--- src/rtl/fp32_to_fixed_pkg.sv ---
// Shared FP32 field definitions and the stage-1 payload of the float-to-fixed converter.
package fp32_to_fixed_pkg;

  localparam int unsigned FP_EXP_BIAS = 127;
  localparam int unsigned FP_MAN_W    = 23;
  localparam int unsigned FP_EXP_W    = 8;
  localparam int unsigned FP_EXP_MAX  = (1 << FP_EXP_W) - 1;

  // Two's-complement shift amount k = e - 150 + FRAC_BITS spans roughly -149..150.
  localparam int unsigned K_W = 10;

  typedef struct packed {
    logic                sign;
    logic [FP_EXP_W-1:0] exp;
    logic [FP_MAN_W-1:0] man;
  } fp32_fields_t;

  typedef struct packed {
    logic              sign;
    logic [K_W-1:0]    k;
    logic [FP_MAN_W:0] man;
    logic              exc;
    logic              zero;
  } fx_stage1_t;

endpackage

--- src/rtl/fx_shift_sat.sv ---
// Combinational shift / negate / overflow clamp of a {1,m} mantissa into OUT_W-bit fixed point.
// FP32_TO_FIXED_SATURATE_EN selects saturation on overflow; otherwise the result wraps.
module fx_shift_sat
  import fp32_to_fixed_pkg::*;
#(
  parameter int unsigned OUT_W = 32
) (
  input  logic              sign,
  input  logic [K_W-1:0]    k,
  input  logic [FP_MAN_W:0] man,
  input  logic              exc,
  input  logic              zero,
  output logic [OUT_W-1:0]  out,
  output logic              ovf
);

  localparam int unsigned MAN_W = FP_MAN_W + 1;
  localparam int unsigned MW    = OUT_W + MAN_W;
  localparam logic [MW-1:0] HALF = MW'(1) << (OUT_W - 1);

  logic [K_W-1:0]   sh;
  logic [MW-1:0]    mag;
  logic             big;
  logic [OUT_W-1:0] res;

  always_comb begin
    sh  = '0;
    mag = '0;
    big = 1'b0;
    res = '0;
    out = '0;
    ovf = 1'b0;

    // Left shifts of OUT_W or more always overflow and leave the low OUT_W bits zero.
    if (!k[K_W-1]) begin
      sh = k;
      if (sh >= K_W'(OUT_W)) big = 1'b1;
      else                   mag = MW'(man) << sh;
    end else begin
      sh = -k;
      if (sh < K_W'(MAN_W)) mag = MW'(man) >> sh;
    end

    ovf = big | (sign ? (mag > HALF) : (mag >= HALF));
    res = sign ? -mag[OUT_W-1:0] : mag[OUT_W-1:0];

`ifdef FP32_TO_FIXED_SATURATE_EN
    if (ovf) out = sign ? {1'b1, {(OUT_W-1){1'b0}}} : {1'b0, {(OUT_W-1){1'b1}}};
    else     out = res;
`else
    out = res;
`endif

    if (exc || zero) begin
      out = '0;
      ovf = 1'b0;
    end
  end

endmodule

--- src/rtl/fp32_to_fixed.sv ---
// Two-stage valid/ready FP32 to signed fixed-point converter (truncate toward zero).
// Build option FP32_TO_FIXED_SATURATE_EN clamps overflowing results instead of wrapping.
module fp32_to_fixed
  import fp32_to_fixed_pkg::*;
#(
  parameter int unsigned OUT_W     = 32,
  parameter int unsigned FRAC_BITS = 16
) (
  input  logic             clk,
  input  logic             rst,
  input  logic [31:0]      InA,
  input  logic             InValid,
  output logic             InReady,
  output logic [OUT_W-1:0] Out,
  output logic             OutValid,
  input  logic             OutReady,
  output logic             Ovf,
  output logic             Exc
);

  localparam int unsigned K_OFS = FP_EXP_BIAS + FP_MAN_W;

  fp32_fields_t     fld;
  fx_stage1_t       s1_d;
  fx_stage1_t       s1_q;
  logic             s1_valid;
  logic             s2_free;
  logic             s1_adv;
  logic             accept;
  logic [OUT_W-1:0] fx_out;
  logic             fx_ovf;

  assign fld     = fp32_fields_t'(InA);
  assign s2_free = !OutValid || OutReady;
  assign s1_adv  = s1_valid && s2_free;
  assign InReady = !rst && (!s1_valid || s1_adv);
  assign accept  = InValid && InReady;

  // Field decode into the stage-1 payload.
  always_comb begin
    s1_d      = '0;
    s1_d.sign = fld.sign;
    s1_d.k    = K_W'(fld.exp) - K_W'(K_OFS) + K_W'(FRAC_BITS);
    s1_d.man  = {1'b1, fld.man};
    s1_d.exc  = (fld.exp == FP_EXP_W'(FP_EXP_MAX));
    s1_d.zero = (fld.exp == '0);
  end

  fx_shift_sat #(
    .OUT_W(OUT_W)
  ) u_shift_sat (
    .sign (s1_q.sign),
    .k    (s1_q.k),
    .man  (s1_q.man),
    .exc  (s1_q.exc),
    .zero (s1_q.zero),
    .out  (fx_out),
    .ovf  (fx_ovf)
  );

  // Stage 2 only reloads when empty or being drained, so held results stay stable.
  always_ff @(posedge clk) begin
    if (rst) begin
      s1_valid <= 1'b0;
      s1_q     <= '0;
      OutValid <= 1'b0;
      Out      <= '0;
      Ovf      <= 1'b0;
      Exc      <= 1'b0;
    end else begin
      if (accept) begin
        s1_valid <= 1'b1;
        s1_q     <= s1_d;
      end else if (s1_adv) begin
        s1_valid <= 1'b0;
      end

      if (s2_free) begin
        OutValid <= s1_valid;
        if (s1_valid) begin
          Out <= fx_out;
          Ovf <= fx_ovf;
          Exc <= s1_q.exc;
        end
      end
    end
  end

endmodule

--- config.mk ---
export PLATFORM = sky130hd
export DESIGN_NAME = fp32_to_fixed
export DESIGN_NICKNAME = d
export VERILOG_FILES = /design/src/rtl/fp32_to_fixed_pkg.sv /design/src/rtl/fx_shift_sat.sv /design/src/rtl/fp32_to_fixed.sv
export SDC_FILE = /design/constraint.sdc
export NUM_CORES = 1
export LEC_CHECK = 0
export CAP_MARGIN = 20
export CELL_PAD_IN_SITES_DETAIL_PLACEMENT = 1
export CELL_PAD_IN_SITES_GLOBAL_PLACEMENT = 2
export CORE_MARGIN = 3
export CORE_UTILIZATION = 36
export DETAILED_ROUTE_END_ITERATION = 16
export PLACE_DENSITY_LB_ADDON = 0.1
export SYNTH_ARGS = -nofsm -noshare
export SYNTH_HDL_FRONTEND = slang
export SYNTH_HIERARCHICAL = 1
export SYNTH_SLANG_ARGS = --single-unit
--- constraint.sdc ---
create_clock -name clk -period 5.6 [get_ports clk]
set_clock_uncertainty 0.05 [all_clocks]
set_input_delay 1.68 -clock clk [delete_from_list [all_inputs] [get_ports clk]]
set_output_delay 1.68 -clock clk [all_outputs]
set_load 0.01 [all_outputs]
======== Word level (Yosys, flattened, before mapping) ========
Index checks and enable logic that the tools add are counted.
cells by class
  shifts and indexed selects .............. 2
  equality and inequality tests ........... 1
  order comparisons ....................... 4
  mux-type cells .......................... 11
  reduce and logical (&&, ||, !) cells .... 12
  add/sub/neg operators ................... 4
  bitwise gates (word level) .............. 1
operator list
  operator                count
  $mux W56                3
  $mux W32                2
  $ge A56 B32 Y1 const B  1
  $gt A56 B32 Y1 const B  1
  $shl A24 B10 Y56        1
  $shr A24 B10 Y56        1
  $neg A32 Y32            1
  $add A9 B6 Y10 const B  1
  $ge A10 B6 Y1 const B   1
  $lt A10 B5 Y1 const B   1
  $neg A10 Y10            1
  $sub A8 B8 Y9 const B   1
  $eq A8 B8 Y1 const B    1
  $logic_not A8 Y1        1
  $mux W1                 6
  $logic_and A1 B1 Y1     3
  $logic_not A1 Y1        3
  $logic_or A1 B1 Y1      3
  $reduce_and A2 Y1       1
  $reduce_bool A2 Y1      1
  $or A1 B1 Y1            1
storage, ports and cells
  flip-flop bits (word level) ............. 73
  word-level logic and storage cells ...... 45
  output and inout port bits .............. 36
  input bits .............................. 36

======== Depth between registers and ports, before layout ========
  word-level depth ........................ 8
  mapped depth ............................ 22
  gate-level depth less buffers ........... 16

======== By module ========
The synthesis kept the hierarchy.
by module, submodules not included
  module         cells an instance  instances  sequential area each (µm²)  area each (µm²)
  fx_shift_sat   748                1          0.0                         5,748.0
  fp32_to_fixed  342                1          1,461.4                     2,860.2

======== Least setup slack after synthesis ========
Ideal clock, no wire load.
  kind .................................... register to register
  start point ............................. register s1_q[27] in the netlist's numbering
  end point ............................... register Out[26]
  arrival time ............................ 4.369 ns
  period minus slack after synthesis ...... 4.551 ns
  setup slack ............................. 1.049 ns
  stages on the path, launching flop included .. 23
  path buffers ............................ 6
  library setup time ...................... 0.132 ns
  required time ........................... 5.418 ns
  cell sequence ........................... dfxtp_1 > buf_2 > buf_2 > clkinv_1 > ha_1 > buf_2 > buf_1 > buf_2 > mux2i_1 > nand2_1 > a31oi_1 > mux2i_1 > mux2_2 > a21oi_1 > ha_1 > o21ai_1 > nand4bb_4 > buf_2 > o41ai_2 > xnor2_1 > nor2_1 > nand2_1 > a21oi_1
on the way
  longest elaborated chain between the ends .. 7
  elaborated cells between the ends (all ways) .. 11
  those cells by class .................... 2 x add/sub; 2 x order compare; 2 x shift; 5 x mux
ends and longest elaborated chain
  element                                            line                 RTL
  start: declaration                                 fp32_to_fixed.sv:25  fx_stage1_t s1_q;
  start signal: assignment                           fp32_to_fixed.sv:65  s1_q <= '0;
  start signal: assignment                           fp32_to_fixed.sv:73  s1_q <= s1_d;
  $neg A10 Y10                                       fx_shift_sat.sv:40   sh = -k;
  $lt A10 B5 Y1 or $shr A24 B10 Y56 (tied branches)  fx_shift_sat.sv:41   if (sh < K_W'(MAN_W)) mag = MW'(man) >> sh;
  $mux W56                                           fx_shift_sat.sv:41
  $mux W56 (*)                                       fx_shift_sat.sv:35   if (!k[K_W-1]) begin
  $neg A32 Y32                                       fx_shift_sat.sv:45   res = sign ? -mag[OUT_W-1:0] : mag[OUT_W-1:0];
  $mux W32 (*)                                       fx_shift_sat.sv:45
  $mux W32 (*)                                       fx_shift_sat.sv:54   if (exc || zero) begin
  net fx_out[26]                                     fp32_to_fixed.sv:30  logic [OUT_W-1:0] fx_out;
  end signal: assignment                             fp32_to_fixed.sv:81  Out <= fx_out;
  end: declaration                                   fp32_to_fixed.sv:14  output logic [OUT_W-1:0] Out,
The timed path passes the listed nets; every way through them passes the cells marked *.
A chain may end at the register's enable or synchronous reset.

======== Worst setup path in the final report ========
  start point ............................. register s1_q[27] in the netlist's numbering
  end point ............................... register Out[18]
The elaborated chain is that of the path after synthesis.

==> out/metrics.cfg <==
[floorplan]
dieArea_um2=25800
start_util_pct=37.3
rows=55
ios=72
chipHeight_um=161
core_area_um2=23100
fp.dieW_um=161

[routing]
drtIter0Drc=658
firstDrtPassIters=5
vias=8710
wl_per_cell_um=23.5
ant_nets=0
viasPerCell=6.17
drcViolationCount=0
wirelength_mm=33.1

[synthesis]
postSynth.asyncResetShare_pct=0
synth-edff-count=0
postSynthCellCount=1090
synth_top_area_share_pct=17.0
ys.flop_type=dfxtp_1
synth_cell_types=116
yosys-top-cells-area=dfxtp_1 (17%), mux2i_1 (9.2%), mux4_2 (8.4%), nand2_1 (8.0%), a21oi_1 (3.7%)
netlist_area_um2=8610
seq_area_frac_synth_pct=17.0
syn_avg_cell_area_um2=7.90
ys_ff_latch=73
yosys_warnings=6
synth_top_area_cell=dfxtp_1
syn-num-nets=1130

[cts]
h-tree-depth=3
ctsHoldBuffers=0
numCtsBuffers=9
cts_tree=done
clk_pin_slew_ps=70
cts.sinks=73
cts_root_buffer=clkbuf_16
cts_max_path_buffers=2
cts_setup_buffers=0
worstSkewPairLatency_ps=350
cts_resized=0

[layout]
area_growth_pct=11.9
finalCoreUtilization_pct=41.8
drive_gt1_share_pct=14.4
mostFrequentLayoutCells=nand2_1 (184), mux2i_1 (79), nor2_1 (71), clkdlybuf4s50_1 (70), dfxtp_1 (69)
antenna-diode-count=0
finalNetCount=1133
final_common_cell=nand2_1

[placement]
gp_congestion=0.967
portBuffers=71
dp_hpwl_mm=24.7

[setup_path]
cp_top_family=multiplexers
worstPathRequired_ps=5750
crit_chain=clkinv_1 > ha_1 > xor2_4 > mux4_2 > mux2i_1 > mux2i_1 > mux2_2 > a21oi_1 > ha_1 > o21ai_1 > nand4bb_4 > o41ai_1 > xor2_1 > nor2_1 > nand2_1 > a21oi_1
start_kind=register
cpPeakStageDelay_ps=540
crit_slowest_cell=ha_1
worst_setup_path_end_kind=register
path_class=register to register
crit_buf_inv=1
path_max_fanout=12
crit_arrival_ps=4890

[global_routing]
grt_pass1_vias=8755
grt_max_degree=76
grt_pass1_wl_mm=51.9
grt_use_total_pct=25.4
grt_overflow_total=0
antenna_found_initial=1

[timing]
fin_setup_tns_ps=0
setup_viol=0
rsz0062_at_grt=false
fmax_mhz=211
hold_violations=0
maxSlewHeadroom_pct=24.7
hold-worst-slack_ps=405
period_needed_ps=4740
finalCritPeriodShare_pct=84.7
slew_viol_final=0
worst_pin_slew_ps=1120

[flow_run]
cap_violations=0

[outcome]
status=finished, final reports clean

[power_and_ir_drop]
peakVddDrop_mv=0.115
leakage_nw=3.51
fin_total_pwr_mw=2.29
power_per_cell_area_nw_per_um2=237

[min_path]
min_path_type=register to register

==> worst min-delay path, delay by kind of cell, from the launching register on <==
family           cells  cell delay, ps
AO/OA/AOI/OAI        1              50
flip-flops           1             310
AND/OR/NAND/NOR      1              50
==> routing by layer <==
metal  part of all wire, %  track usage, %  up-vias
li1                      -               -     4034
met1                    46            35.2     4336
met2                    45            39.4      277
met3                   5.6            4.49       63
met4                   3.6            9.78        0
met5                     0               0        -
==> stage by stage <==
| stage | area [µm²] | worst slack [ps] | std cells |
|---|---|---|---|
| after floorplan | 8610 | 1050 | 1090 |
| after CTS | 9630 | 885 | 1410 |
| final | 9630 | 859 | 1411 |
| after global placement | 9350 | 921 | 1394 |
| after global routing | 9630 | 510 | 1411 |
| after detailed placement | 9350 | 891 | 1394 |
==> cells by family (layout without fill, tap and decap cells) <==
| logic type | count (synthesis) | after routing | share of synthesized area (%) |
|---|---|---|---|
| xor gates and xnor gates | 36 | 36 | 4.22 |
| DFF | 73 | 73 | 17.0 |
| muxes | 131 | 131 | 20.2 |
| AOI/OAI and AO/OA | 276 | 276 | 24.0 |
| and+or+nand+nor | 447 | 447 | 26.9 |
| buffers and inverters | 123 | 131 | 7.17 |
| adders and majority gates | 4 | 4 | 0.581 |
==> flip-flops by register name (all words and copies together) (netlist names) <==
name      flops
s1_q         37
Ovf           1
Exc           1
OutValid      1
s1_valid      1
Out          32
==> cell usage after synthesis (12+ instances only) <==
library cell / instances
nand2_1: 184
mux2i_1: 79
dfxtp_1: 73
nor2_1: 71
a21oi_1: 64
clkbuf_1: 44
buf_2: 37
nand3b_1: 37
mux4_2: 32
o21ai_0: 30
nand3_1: 24
xnor2_1: 20
nor3_1: 17
and2_1: 15
mux2_2: 15
nand2b_1: 14
o21ai_1: 13
buf_6: 12
inv_1: 12
nor2b_1: 12
xor2_1: 12
==> final timing paths <==
check / slack [ps] / end / cells after the start / startpoint
min: 400 / Out[27]$_SDFFE_PP0P_ / 2 / Out[27]$_SDFFE_PP0P_
min reg2reg: 400 / Out[27]$_SDFFE_PP0P_ / 2 / Out[27]$_SDFFE_PP0P_
max: 860 / Out[18]$_SDFFE_PP0P_ / 16 / s1_q[27]$_SDFFE_PP0P_
max reg2reg: 860 / Out[18]$_SDFFE_PP0P_ / 16 / s1_q[27]$_SDFFE_PP0P_
==> power by group <==
part           internal [mW]  total [mW]  switching (mW)
sequential             0.552       0.637          0.0853
combinational          0.427        1.09           0.660
clock                  0.303       0.562           0.259
total                   1.28        2.29            1.01
==> area by class of cell <==
class | count | area [µm²]
Inverter | 18 | 67.6
Timing Repair Buffer | 97 | 898
Clock inverter | 6 | 43.8
Clock buffer | 10 | 229
Tap cell | 313 | 392
Multi-Input combinational cell | 894 | 6530
Sequential cell | 73 | 1470
Fill cell | 2779 | 13400
Power figures use the tool's default switching activity.
